**config.mk**
```make
export PLATFORM = sky130hd
export DESIGN_NAME = robertson_arbiter
export DESIGN_NICKNAME = d
export VERILOG_FILES = /design/src/rtl/robertson_arbiter.sv
export SDC_FILE = /design/constraint.sdc
export NUM_CORES = 1
export LEC_CHECK = 0
export BUFFER_PORTS_ARGS = -buffer_cell sky130_fd_sc_hd__buf_2
export CAP_MARGIN = 25
export CELL_PAD_IN_SITES_DETAIL_PLACEMENT = 2
export CELL_PAD_IN_SITES_GLOBAL_PLACEMENT = 2
export CORE_AREA = 10 10 111 113
export CTS_BUF_LIST = sky130_fd_sc_hd__clkbuf_8
export DETAILED_ROUTE_END_ITERATION = 10
export DIE_AREA = 0 0 121 123
export PLACE_DENSITY = 0.95
export REMOVE_ABC_BUFFERS = 1
export SLEW_MARGIN = 20
export SYNTH_ARGS = -nofsm -noshare
export SYNTH_HDL_FRONTEND = slang
export SYNTH_SLANG_ARGS = --single-unit
```
**constraint.sdc**
```tcl
create_clock -name clk -period 3.65 [get_ports clk]
set_clock_uncertainty 0.1 [all_clocks]
set_input_delay 1.095 -clock clk [delete_from_list [all_inputs] [get_ports clk]]
set_output_delay 1.095 -clock clk [all_outputs]
set_load 0.03 [all_outputs]
```
**src/rtl/robertson_arbiter.sv**
```systemverilog
// robertson_arbiter: round-robin arbiter sharing one Robertson multiplier among N_REQ requesters.
// Operands are latched at grant and streamed to the multiplier; the product returns with a one-cycle ack.
module robertson_arbiter #(
    parameter int N_REQ   = 4,
    parameter int TIMEOUT = 255
) (
    input  logic                 clk,
    input  logic                 rst_n,
    input  logic [N_REQ-1:0]     req,
    input  logic [8*N_REQ-1:0]   op_m,
    input  logic [8*N_REQ-1:0]   op_q,
    output logic [N_REQ-1:0]     ack,
    output logic [15:0]          result,
    output logic                 err,
    output logic                 busy,
    output logic                 mul_enable,
    output logic [7:0]           mul_inbus,
    input  logic [7:0]           mul_outbus,
    input  logic                 mul_done
);
    localparam int PW = $clog2(N_REQ);
    localparam logic [7:0] TO = 8'(TIMEOUT);

    typedef enum logic [2:0] {IDLE, LOAD_M, LOAD_Q, WAIT, READ_LO, RESP} state_t;

    state_t           r_state;
    logic [PW-1:0]    r_ptr;
    logic [PW-1:0]    r_grant;
    logic [7:0]       r_m;
    logic [7:0]       r_q;
    logic [7:0]       r_hi;
    logic [7:0]       r_cnt;
    logic [7:0]       r_mul_inbus;
    logic [15:0]      r_result;
    logic [N_REQ-1:0] r_ack;
    logic             r_err;
    logic             r_busy;
    logic             r_mul_enable;
    logic [PW-1:0]    w_grant;
    logic             w_any;
    logic [N_REQ-1:0] w_onehot;
    logic [7:0]       w_m_sel;
    logic [7:0]       w_q_sel;

    // Scan from the farthest offset back to ptr so the requester nearest ptr wins.
    always_comb begin
        w_grant = r_ptr;
        for (int k = N_REQ - 1; k >= 0; k--) begin
            if (req[PW'((int'(r_ptr) + k) % N_REQ)]) w_grant = PW'((int'(r_ptr) + k) % N_REQ);
        end
    end

    assign w_any    = |req;
    assign w_onehot = {{(N_REQ-1){1'b0}}, 1'b1} << r_grant;
    assign w_m_sel  = op_m[{w_grant, 3'b000} +: 8];
    assign w_q_sel  = op_q[{w_grant, 3'b000} +: 8];

    always_ff @(posedge clk) begin
        if (!rst_n) begin
            r_state      <= IDLE;
            r_ptr        <= '0;
            r_grant      <= '0;
            r_m          <= '0;
            r_q          <= '0;
            r_hi         <= '0;
            r_cnt        <= '0;
            r_mul_inbus  <= '0;
            r_result     <= '0;
            r_ack        <= '0;
            r_err        <= 1'b0;
            r_busy       <= 1'b0;
            r_mul_enable <= 1'b0;
        end else begin
            case (r_state)
                IDLE: if (w_any) begin
                    r_grant      <= w_grant;
                    r_m          <= w_m_sel;
                    r_q          <= w_q_sel;
                    r_mul_inbus  <= w_m_sel;
                    r_mul_enable <= 1'b1;
                    r_busy       <= 1'b1;
                    r_state      <= LOAD_M;
                end
                LOAD_M: begin
                    r_mul_enable <= 1'b0;
                    r_mul_inbus  <= r_q;
                    r_state      <= LOAD_Q;
                end
                LOAD_Q: begin
                    r_cnt   <= '0;
                    r_state <= WAIT;
                end
                WAIT: begin
                    if (mul_done) begin
                        r_hi    <= mul_outbus;
                        r_state <= READ_LO;
                    end else begin
                        r_cnt <= r_cnt + 8'd1;
                        if (r_cnt + 8'd1 == TO) begin
                            r_result <= '0;
                            r_err    <= 1'b1;
                            r_ack    <= w_onehot;
                            r_state  <= RESP;
                        end
                    end
                end
                READ_LO: begin
                    r_result <= {r_hi, mul_outbus};
                    r_err    <= 1'b0;
                    r_ack    <= w_onehot;
                    r_state  <= RESP;
                end
                RESP: begin
                    r_ack   <= '0;
                    r_ptr   <= PW'((int'(r_grant) + 1) % N_REQ);
                    r_busy  <= 1'b0;
                    r_state <= IDLE;
                end
                default: r_state <= IDLE;
            endcase
        end
    end

    assign ack        = r_ack;
    assign result     = r_result;
    assign err        = r_err;
    assign busy       = r_busy;
    assign mul_enable = r_mul_enable;
    assign mul_inbus  = r_mul_inbus;
endmodule

```
==> results.ini <==
[detailed_routing]
firstDrtPassIters = 4
remaining_drc_errors = 0
highest_layer = met4
wl_met2_microns = 7560
wl_per_cell_microns = 23.4
viasPerCell = 5.65
vias = 3445
wl_microns = 14300
drt_iter0_drc = 227
met1Wirelength_microns = 5670
ant_nets = 0
met3WireLength_microns = 603

[placed_design]
dp_cells = 594
port_buffers = 109
place_congestion = 0.819
dp_hpwl_microns = 9980
dp_slack_ns = 0.439

[global_route]
grt_overflow = 0
grtUsageTotal_pct = 18.5
grt_pass1_wl_microns = 21800
antenna_found_initial = 1
grt_max_degree = 21
grt_pass1_vias = 3791

[die]
core.rowCount = 37
dieArea_sq_mm = 0.0149
core_area_sq_mm = 0.0101
start_util_pct = 31.5
ios = 110
dieHeight_microns = 123
die_w_microns = 121

[sta]
fin_hold_ws_ns = 0.377
finalSetupViolations = 0
fmax_ghz = 0.337
period_share_pct = 81.3
relSlewSlack_pct = 42.7
tightest_slew_ns = 0.859
worst_slack_ns = 0.684
finalCriticalPeriod_ns = 2.97
hold_viol_final = 0
slew_violations = 0
rsz0062_at_grt = no

[power]
p_int_mw = 1.14
switching_power_mw = 0.633
p_per_area_mw_per_mm2 = 442
seqPwrFrac_pct = 44.2
p_clk_share_pct = 32.0
p_sw_share_pct = 35.7
ir_worst_vdd_mv = 0.180
p_comb_share_pct = 23.8
power.leakage_nw = 1.67

[clock_tree]
cts_root_buffer = clkbuf_8
cts.clk_slew.worst_paths_ns = 0.08
cts_setup_buffers = 0
postCtsHoldBufs = 0
htree_levels = 3
cts-resized-gates = 0
cts.sink_count = 62
cts_buffers = 9
clk_latency_ns = 0.37
tritoncts = yes
clockBufferDepth = 2

[critical_path]
crit_family = simple AND/OR/NAND/NOR gates
startpoint = r_state[0]$_SDFFE_PN0P_
worst_path_max_delay_cell = dfxtp_1
end_kind = register
r2r_start = r_state[0]$_SDFFE_PN0P_
critical_path_class = register to register
max_stage_delay_ns = 0.81
worstSetupStartpointType = register
cp.arrival_ns = 3.12
critPathRequiredTime_ns = 3.80
critPathMaxFanout = 20
cp_cell_sequence = nand2_1, or3_1, a2111oi_4, nor2_2, a22o_1
critPathBufInv = 0

[layout]
register_area_sq_mm = 0.00124
multi_input_area_sq_mm = 0.00180
final_cell_count_no_fill = 610
drive_above_1_share_pct = 29.0
final_nets = 554
fillers = 1162
synthToLayoutAreaGrowth_pct = 25.7

[synth]
synthTopCellsByArea = dfxtp_1, mux2i_1, nand2_1, a22o_1, o21ai_0
synthArstFlopShare_pct = 0
synth.distinct_cells = 50
yosysTopAreaCellShare_pct = 38.9
ys.flop_type = dfxtp_1
netlist_instances = 371
syn-cell-area_sq_mm = 0.00319
ys_warn_count = 0
synth_edf_count = 0
ys_ff_latch = 62
seq_area_frac_synth_pct = 38.9
yosysTopAreaCell = dfxtp_1
synth_area_per_cell_sq_um = 8.60

[outcome]
status = complete, no violations

[min_path]
hold_path.startpoint = ack[3]$_SDFFE_PN0P_
holdCritPathClass = register to register

[run]
cap_violations = 0

-- placed cells by master (no fill, tap or decap), types with 3 or more instances in the layout --
| cell type | netlist | routed |
|---|---|---|
| buf_2 | 1 | 109 |
| dfxtp_1 | 62 | 62 |
| nand2_1 | 41 | 41 |
| o21ai_0 | 26 | 26 |
| mux2i_1 | 21 | 21 |
| nor4_1 | 18 | 18 |
| a31oi_1 | 17 | 17 |
| a22o_1 | 16 | 16 |
| nor2_1 | 14 | 14 |
| a21oi_1 | 14 | 14 |
| inv_1 | 12 | 13 |
| nand3_1 | 13 | 13 |
| a21boi_0 | 11 | 11 |
| clkbuf_8 | 0 | 10 |
| o221ai_1 | 8 | 8 |
| a32o_1 | 8 | 8 |
| nor2b_1 | 7 | 7 |
| and2_1 | 6 | 6 |
| ha_1 | 6 | 6 |
| nand2b_1 | 4 | 4 |
| o21a_1 | 4 | 4 |
| buf_4 | 1 | 4 |
| nor3_1 | 4 | 3 |
| o211a_1 | 3 | 3 |
-- power by group through the flow --
stage	clock network (mW)	registers (mW)	logic [mW]
final	0.567	0.784	0.422
after floorplan	0	0.833	0.190
after detailed placement	0	0.793	0.406
after global placement	0	0.790	0.383
after global routing	0.606	0.790	0.454
after CTS	0.573	0.781	0.420
-- Yosys cell counts, drive strengths merged, types with 7 or more instances --
master  instances
a31oi          17
mux2i          21
o221ai          8
o21ai          27
inv            12
nor2           15
a21oi          15
a21boi         12
dfxtp          62
nor4           18
nand2          41
a32o            8
nand3          14
a22o           16
nor2b           7
clkbuf         20
-- cell type report --
| class | count | area share [%] |
|---|---|---|
| inverters | 12 | 1.12 |
| clock inverters | 5 | 0.905 |
| flip-flops and latches | 62 | 30.9 |
| diodes | 1 | 0.0624 |
| clock buffers | 10 | 3.43 |
| repair buffers | 113 | 14.3 |
| multi-input cells | 271 | 44.9 |
| well taps | 136 | 4.24 |
-- worst paths after layout --
path	to	slack, ns	depth (start not counted)
max	result[0]$_SDFFE_PN0P_	0.68	5
min	ack[3]$_SDFFE_PN0P_	0.38	2
max reg2reg	result[0]$_SDFFE_PN0P_	0.68	5
min reg2reg	ack[3]$_SDFFE_PN0P_	0.38	2
-- per-stage QoR --
stage	area, sq um	utilization [%]	setup TNS, ns	power, mW
6_report	4010	39.6	0	1.77
5_1_grt	4010	39.6	0	1.85
4_1_cts	4010	39.5	0	1.77
3_5_place_dp	3830	37.8	0	1.20
3_3_place_gp	3830	37.8	0	1.17
2_1_floorplan	3080	-	-1.93	1.02
-- flip-flops by register name, indices dropped and copies added, names as in the netlist --
name	flops
result	16
mul_inbus	8
r_cnt	8
r_hi	8
r_q	8
ack	4
r_state	3
r_grant	2
r_ptr	2
busy	1
err	1
mul_enable	1
-- layer usage --
metal | up-vias | GRT usage [%]
li1 | 1583 | -
met1 | 1729 | 20.1
met2 | 102 | 33.6
met3 | 31 | 3.24
met4 | 0 | 10.2
met5 | - | 0
-- cells by family (layout without fill, tap and decap cells) --
kind of cell               count (synthesis)  in the layout  share of synthesized area (%)
AOI/OAI and AO/OA                        119            119                           27.0
muxes                                     21             21                           6.59
xor gates and xnor gates                   2              2                          0.549
adders and majority gates                  6              6                           2.35
and+or+nand+nor                          123            123                           19.8
other                                      0              1                              0
buffers and inverters                     38            140                           4.86
DFF                                       62             62                           38.9
-- worst register-to-register path, stage by stage, from the launching register on --
cell and delay [ns]:
dfxtp_1 0.81, nand2_1 0.22, or3_1 0.63, a2111oi_4 0.55, nor2_2 0.25, a22o_1 0.30
(Power assumes the default switching activity.)
